[src/rtl/pipeline_defs.sv]
// Shared definitions for the pipeline run/step sequencer: FSM state encoding,
// the halt opcode and the default drain depth.
package pipeline_defs;

  typedef enum logic [2:0] {
    ST_IDLE      = 3'd0,
    ST_RUN       = 3'd1,
    ST_STEP_WAIT = 3'd2,
    ST_DRAIN     = 3'd3,
    ST_HALTED    = 3'd4
  } run_state_t;

  localparam logic [5:0] HALT_OPCODE          = 6'b111111;
  localparam int         DEFAULT_DRAIN_CYCLES = 3;

endpackage

[src/rtl/sat_counter.sv]
// WIDTH-bit up counter with enable that sticks at all-ones instead of wrapping.
module sat_counter #(
  parameter int WIDTH = 32
) (
  input  logic             clk,
  input  logic             rst_n,
  input  logic             en,
  output logic [WIDTH-1:0] count
);

  always_ff @(posedge clk or negedge rst_n) begin
    if (!rst_n) begin
      count <= '0;
    end else if (en && (count != {WIDTH{1'b1}})) begin
      count <= count + WIDTH'(1);
    end
  end

endmodule

[src/rtl/pipeline_run_ctrl.sv]
// Run/step sequencer for the 5-stage pipeline: gates PC and pipeline enables,
// drains on halt and reports completion. Optional watchdog: PIPE_CTRL_WATCHDOG_EN.
module pipeline_run_ctrl
  import pipeline_defs::*;
#(
  parameter int N_BITS       = 32,
  parameter int DRAIN_CYCLES = DEFAULT_DRAIN_CYCLES
`ifdef PIPE_CTRL_WATCHDOG_EN
  ,
  parameter logic [31:0] MAX_CYCLES = 32'hFFFF
`endif
) (
  input  logic              i_clk,
  input  logic              i_reset,
  input  logic              i_run,
  input  logic              i_step,
  input  logic              i_halt_detected,
  input  logic              i_stall,
  output logic              o_pc_enable,
  output logic              o_pipe_enable,
  output logic              o_valid,
  output logic              o_halt,
  output logic              o_busy,
  output logic              o_done,
  output logic              o_timeout,
  output logic [N_BITS-1:0] o_cycle_count
);

  localparam int                  DRAIN_W    = $clog2(DRAIN_CYCLES + 1);
  localparam logic [DRAIN_W-1:0]  DRAIN_LOAD = DRAIN_W'(DRAIN_CYCLES);

  run_state_t         state, state_next;
  logic               adv, adv_next;
  logic               from_step, from_step_next;
  logic [DRAIN_W-1:0] drain_cnt, drain_cnt_next;
  logic               halt_seen;
  logic               wd_hit;
  logic               timeout;

  assign halt_seen = adv & i_halt_detected;

`ifdef PIPE_CTRL_WATCHDOG_EN
  localparam logic [N_BITS-1:0] WD_LAST = N_BITS'(MAX_CYCLES - 32'd1);

  // Fire on the advance that brings the count up to the limit, so the drain
  // starts with the counter reading exactly MAX_CYCLES.
  assign wd_hit = adv && (o_cycle_count >= WD_LAST);

  always_ff @(posedge i_clk or negedge i_reset) begin
    if (!i_reset) begin
      timeout <= 1'b0;
    end else if ((state == ST_RUN || state == ST_STEP_WAIT) && wd_hit && !halt_seen) begin
      timeout <= 1'b1;
    end
  end
`else
  assign wd_hit  = 1'b0;
  assign timeout = 1'b0;
`endif

  always_ff @(posedge i_clk or negedge i_reset) begin
    if (!i_reset) begin
      state     <= ST_IDLE;
      adv       <= 1'b0;
      from_step <= 1'b0;
      drain_cnt <= '0;
    end else begin
      state     <= state_next;
      adv       <= adv_next;
      from_step <= from_step_next;
      drain_cnt <= drain_cnt_next;
    end
  end

  always_comb begin
    state_next     = state;
    adv_next       = 1'b0;
    from_step_next = from_step;
    drain_cnt_next = drain_cnt;
    unique case (state)
      ST_IDLE: begin
        if (i_run) begin
          state_next = ST_RUN;
          adv_next   = 1'b1;
        end else if (i_step) begin
          state_next = ST_STEP_WAIT;
          adv_next   = 1'b1;
        end
      end
      ST_RUN: begin
        adv_next = 1'b1;
        if (halt_seen || wd_hit) begin
          state_next     = ST_DRAIN;
          drain_cnt_next = DRAIN_LOAD;
          from_step_next = 1'b0;
        end
      end
      ST_STEP_WAIT: begin
        if (halt_seen || wd_hit) begin
          state_next     = ST_DRAIN;
          drain_cnt_next = DRAIN_LOAD;
          from_step_next = 1'b1;
          adv_next       = i_step;
        end else if (i_run) begin
          state_next = ST_RUN;
          adv_next   = 1'b1;
        end else begin
          adv_next = i_step;
        end
      end
      ST_DRAIN: begin
        // A step-origin drain only moves when the user steps it.
        adv_next = from_step ? i_step : 1'b1;
        if (adv) begin
          drain_cnt_next = drain_cnt - DRAIN_W'(1);
          if (drain_cnt <= DRAIN_W'(1)) begin
            state_next = ST_HALTED;
            adv_next   = 1'b0;
          end
        end
      end
      ST_HALTED: begin
        adv_next = 1'b0;
      end
      default: begin
        state_next = ST_IDLE;
      end
    endcase
  end

  always_comb begin
    o_pipe_enable = adv;
    o_valid       = adv;
    o_pc_enable   = adv & ~i_stall & (state != ST_DRAIN);
    o_halt        = (state == ST_DRAIN) || (state == ST_HALTED);
    o_busy        = (state == ST_RUN) || (state == ST_DRAIN);
    o_done        = (state == ST_HALTED);
    o_timeout     = timeout;
  end

  sat_counter #(
    .WIDTH(N_BITS)
  ) u_cycle_counter (
    .clk  (i_clk),
    .rst_n(i_reset),
    .en   (adv),
    .count(o_cycle_count)
  );

endmodule
[config.mk]
export PLATFORM = sky130hd
export DESIGN_NAME = pipeline_run_ctrl
export DESIGN_NICKNAME = d
export VERILOG_FILES = /design/src/rtl/pipeline_defs.sv /design/src/rtl/sat_counter.sv /design/src/rtl/pipeline_run_ctrl.sv
export SDC_FILE = /design/constraint.sdc
export NUM_CORES = 1
export LEC_CHECK = 0
export CAP_MARGIN = 5
export CORE_UTILIZATION = 45
export CTS_CLUSTER_DIAMETER = 150
export CTS_CLUSTER_SIZE = 10
export DETAILED_ROUTE_END_ITERATION = 10
export GPL_ROUTABILITY_DRIVEN = 0
export PLACE_DENSITY_LB_ADDON = 0.1
export SYNTH_ARGS = -nofsm -noshare
export SYNTH_HDL_FRONTEND = slang
export SYNTH_SLANG_ARGS = --single-unit
[constraint.sdc]
create_clock -name i_clk -period 2.1 [get_ports i_clk]
set_clock_uncertainty 0.2 [all_clocks]
set_input_delay 0.42 -clock i_clk [delete_from_list [all_inputs] [get_ports i_clk]]
set_output_delay 0.42 -clock i_clk [all_outputs]
set_load 0.01 [all_outputs]
Yosys cells after proc, flatten, opt, wreduce, memory -nomap -nowiden
Index checks and enable logic that the tools add are counted.
{"block": "word_totals", "output_inout_bits": 39, "regBits": 39}
{"block": "classes", "add_sub_neg": 2, "n_reduce_logical": 10, "bitwise_logic": 5, "n_eq_ne": 13, "mux": 22, "n_lt_le_gt_ge": 1}
{"cell": "32-bit by 1-bit adder with 32-bit output (second input constant)", "count": 1}
{"cell": "32-bit inequality test (second input constant)", "count": 1}
{"cell": "3-bit two-way mux", "count": 7}
{"cell": "3-bit one-hot mux with 5 select lines", "count": 1}
{"cell": "1-bit two-way mux", "count": 9}
{"cell": "2-bit inequality test (second input constant)", "count": 4}
{"cell": "3-bit by 2-bit equality test with 1-bit output (second input constant)", "count": 2}
{"cell": "3-bit inequality test (second input constant)", "count": 2}
{"cell": "3-bit AND reduction", "count": 2}
{"cell": "6-bit AND reduction", "count": 1}
{"cell": "2-bit two-way mux", "count": 2}
{"cell": "1-bit one-hot mux with 4 select lines", "count": 1}
{"cell": "2-bit one-hot mux with 2 select lines", "count": 1}
{"cell": "2-bit nonzero test", "count": 2}
{"cell": "1-bit AND", "count": 3}
{"cell": "3-bit by 1-bit equality test with 1-bit output (second input constant)", "count": 1}
{"cell": "3-bit equality test (second input constant)", "count": 1}
{"cell": "3-bit zero test", "count": 1}
{"cell": "3-bit by 2-bit inequality test with 1-bit output (second input constant)", "count": 1}
{"cell": "2-bit by 1-bit <= comparator with 1-bit output (second input constant)", "count": 1}
{"cell": "1-bit logical OR", "count": 2}
{"cell": "2-bit by 1-bit inequality test with 1-bit output (second input constant)", "count": 1}
{"cell": "1-bit NOT", "count": 2}
{"cell": "1-bit one-hot mux with 2 select lines", "count": 1}
{"cell": "3 further kinds", "count": 3}

Depth between registers and ports, before layout
{"block": "logic_depth", "depth_word": 4, "depth_mapped": 6, "ltp_nobuf": 6}

Modules after synthesis
From an unflattened synthesis, not the netlist that was laid out.
{"block": "unflattened", "cells_unflattened": 202, "hier_area_um2": 2083.2}
{"mod": "sat_counter", "cells_each": 151, "seq_area_each_um2": 800.8, "instances": 1, "area_per_inst_um2": 1624.1}
{"mod": "pipeline_run_ctrl", "cells_each": 51, "seq_area_each_um2": 175.2, "instances": 1, "area_per_inst_um2": 459.2}

Worst setup path before layout
No wires, ideal clock.
{"block": "synth_timing", "path_type": "register to register", "from": "reg u_cycle_counter.count[22]", "to": "reg u_cycle_counter.count[31]", "synth_period_minus_slack_ps": 2187, "t_arrival_ps": 1856, "setup_time_ps": 132, "n_path_buf": 1, "slack_ps": -87, "stages_incl_launch_ff": 7, "path_cell_list": "dfrtp_1 > nand3_2 > or4_1 > buf_2 > o31ai_4 > nor3_1 > xor2_1"}
{"block": "synth_via", "elab_chain_len": 2, "word_cells_on_any_way": 3}
{"item": "start, declared", "line": "sat_counter.sv:8", "rtl": "output logic [WIDTH-1:0] count"}
{"item": "start signal, assigned", "line": "sat_counter.sv:15", "rtl": "count <= count + WIDTH'(1);"}
{"item": "branches (longest 2 deep; another with 32-bit by 1-bit adder with 32-bit output)"}
Parallel ways; which one is timed is not known.
A chain may end at the register's enable or synchronous reset.

Final worst setup path
{"block": "layout_timing", "from": "reg u_cycle_counter.count[1]", "to": "reg u_cycle_counter.count[5]"}
Same word-level chain as after synthesis.

==> run metrics <==
CTS clk-pin slew, worst paths=80 ps; R2R cell count=7; vias in the first global route=1915; hold_sp=drain_cnt[0]$_DFFE_PN0P_; number of port buffers=43; xor/xnor cell area share of the yosys netlist=0.120; post-synthesis sequential area ratio=0.479; Die Ht=69.3 um; cts bufs inserted=5; critical path type=reg2reg; hold path depth=1; setup violators final=0; Clock Sinks=39; final-report max-slew violation count=0; Area Growth Syn to Fin=49.8%; Synth area leaders=dfrtp_1 48%, xnor2_1 8.6%, nand4_1 4.9%; Synth Flop Type=dfrtp_1; Fmax=0.480 GHz; FFs w/ async S/R, synth=1.00; fillers=365; Synth cell types=38; Post-DP Area=0.00286 mm2; slowest stage delay, CP=480 ps; mux cell area share after synthesis=0.00553; hold violation count in the final report=0; Routed WL=5270 um; I/O pins=45; Slew headroom=0.558; Post-Syn Area per Cell=9.51 um2; wire length per cell=14.6 um; worst vdd ir=619 uV; FP Rows=24; placed cells=349; drt initial violations=136; crit end category=flop; Startpoint Class=flop; Detail Placement HPWL=3920 um; number of synthesized flops with an enable pin=0; proportion of layout cells with a drive suffix above 1=0.265; CP Max Fanout=4; Final min period=2080 ps; NumNets Final=316; leakage power=1.36 nW; Crit-path slowest cell=or4_4; Slew @ Worst Pin=663 ps; WHS Endpoint=drain_cnt[0]$_DFFE_PN0P_; R2R Setup Slk=20 ps; Synth Register Bits=39; DIE WIDTH=69.3 um; Crit. Startpoint=u_cycle_counter.count[1]$_DFFE_PN0P_; Yosys Warn Count=0; commonest non-fill, non-tap cell in the layout=buf_4; Storage cell area=978 um2; fin util=0.700; R2R Path Start=u_cycle_counter.count[1]$_DFFE_PN0P_; Die ar.=0.00480 mm2; crit path cell chain=ha_2, nand4_1, or4_4, o31ai_4, buf_6, nor2_1, xor2_1; Max Cap Viol=0; maximum clock insertion buffer count=2; clk_lat worst skew=290 ps; largest net degree at the start of global routing=31; Multi-input gate area=0.00107 mm2; CTS Root Cell=clkbuf_8; final instance area=0.00305 mm2; syn_nets=222; htree depth=2; largest family of logic cells by synthesized area=simple AND/OR/NAND/NOR gates; post-synthesis simple-gate area fraction=0.267; reg2reg end=u_cycle_counter.count[5]$_DFFE_PN0P_; Post-Synthesis Cell Area=0.00204 mm2; CTS tree=yes; final period utilization=0.991; vias=1943; Gate Count Post-Synth=214; TNS Setup=0 ps; DRC=0; area share of the largest cell type after synthesis=0.479; Finished Layout Cells=361; vias per cell=5.38; leading area contributor after synthesis=dfrtp_1; initial antenna violation count=0; post-synthesis adder-cell area fraction=0.0123; complex-gate fraction of the synthesized area=0.0817; Inserted Diodes=0; First-pass DRT Iterations=4; CORE AREA=0.00435 mm2; hold_ws=305 ps; Tot Pwr=2.71 mW; status=finished, final reports clean; pre-CTS setup slack=-53.5 ps; Hold Crit Class=reg2reg; PwrDens=888 mW/mm2; RSZ-0062 raised after global routing=yes; global-route wire length before repair=8670 um; Worst Path Required=2070 ps; ANT nets after route=0; Starting Density=0.468; commonest cells after routing, fill and taps aside=49 x buf_4, 38 x clkdlybuf4s50_1, 37 x dfrtp_1; Final WS setup=18.2 ps; GRT overflow=0; WP data arrival=2060 ps; total global-route track usage=0.228
[worst max-delay path by stage]
stage                                             to  slack, ps  cells after the start
3_5_place_dp                             o_pc_enable        -50                      3
5_1_grt         u_cycle_counter.count[5]$_DFFE_PN0P_        -40                      7
2_1_floorplan  u_cycle_counter.count[31]$_DFFE_PN0P_        -60                      6
4_1_cts        u_cycle_counter.count[27]$_DFFE_PN0P_         10                      6
3_3_place_gp                             o_pc_enable        -60                      3
6_report        u_cycle_counter.count[5]$_DFFE_PN0P_         20                      7
[routing by layer]
metal / part of all wire / vias up / routed length, um / GRT usage
met5: 0 / - / 0 / 0
met1: 0.46 / 928 / 2420 / 0.304
met4: 0.014 / 0 / 76 / 0.0816
met3: 0.044 / 10 / 232 / 0.0494
met2: 0.48 / 57 / 2540 / 0.366
li1: - / 948 / - / -
[state kept, by name, indices dropped and copies added, names as in the netlist]
signal,count
state,3
from_step,1
u_cycle_counter.count,32
drain_cnt,2
o_pipe_enable,1
[cell type report]
class                           instances  share of cell area
Tap cell                               52              0.0213
Clock inverter                          3             0.00492
Timing Repair Buffer                   95               0.269
Sequential cell                        39               0.321
Inverter                                7             0.00862
Clock buffer                            5              0.0226
Multi-Input combinational cell        160               0.352
[kinds of logic (layout without fill, tap and decap cells)]
| family | Yosys count | count (layout) |
|---|---|---|
| simple gates | 104 | 104 |
| flops | 39 | 39 |
| xor+xnor | 28 | 28 |
| compound gates | 24 | 24 |
| buf+inv | 15 | 110 |
| fa+ha+maj | 2 | 2 |
| other cells | 1 | 1 |
| mux | 1 | 1 |
[Yosys cell counts (2+ instances only)]
cell      count
a21oi_1       4
and3_1        4
buf_4         2
clkbuf_1      5
dfrtp_1      39
ha_1          2
inv_1         7
nand2_1      23
nand2b_1      2
nand3_1      15
nand4_1      16
nor2_1       16
nor2b_1       2
nor3_1        8
nor3b_1       2
nor4_1        5
nor4b_1       2
o21ai_0      10
o31ai_1       2
or3_1         2
or4_1         3
xnor2_1      20
xor2_1        8
[power breakdown]
group / switching (mW) / internal [mW] / total (mW)
Sequential: 0.0800 / 0.883 / 0.963
Clock: 0.264 / 0.227 / 0.491
Combinational: 0.602 / 0.652 / 1.25
[worst max-delay path: cells and delay by family, from the launching register on]
| family | cells | cell delay, ps |
|---|---|---|
| AND/OR/NAND/NOR | 3 | 630 |
| flip-flops | 1 | 360 |
| AO/OA/AOI/OAI | 1 | 260 |
| adder cells (fa/ha/maj) | 1 | 190 |
| buffers and inverters | 1 | 180 |
| XOR/XNOR | 1 | 150 |
[timing repair]
item                                    in CTS  in global routing
endpoints found under the setup margin       9                 19
hold endpoints to repair                    28                  0
pin swaps                                    2                  1
hold buffers                                 1                  0
setup buffers                                2                  1
gates resized for setup                      6                 16
No activity file was read; power rests on OpenSTA's default activity.
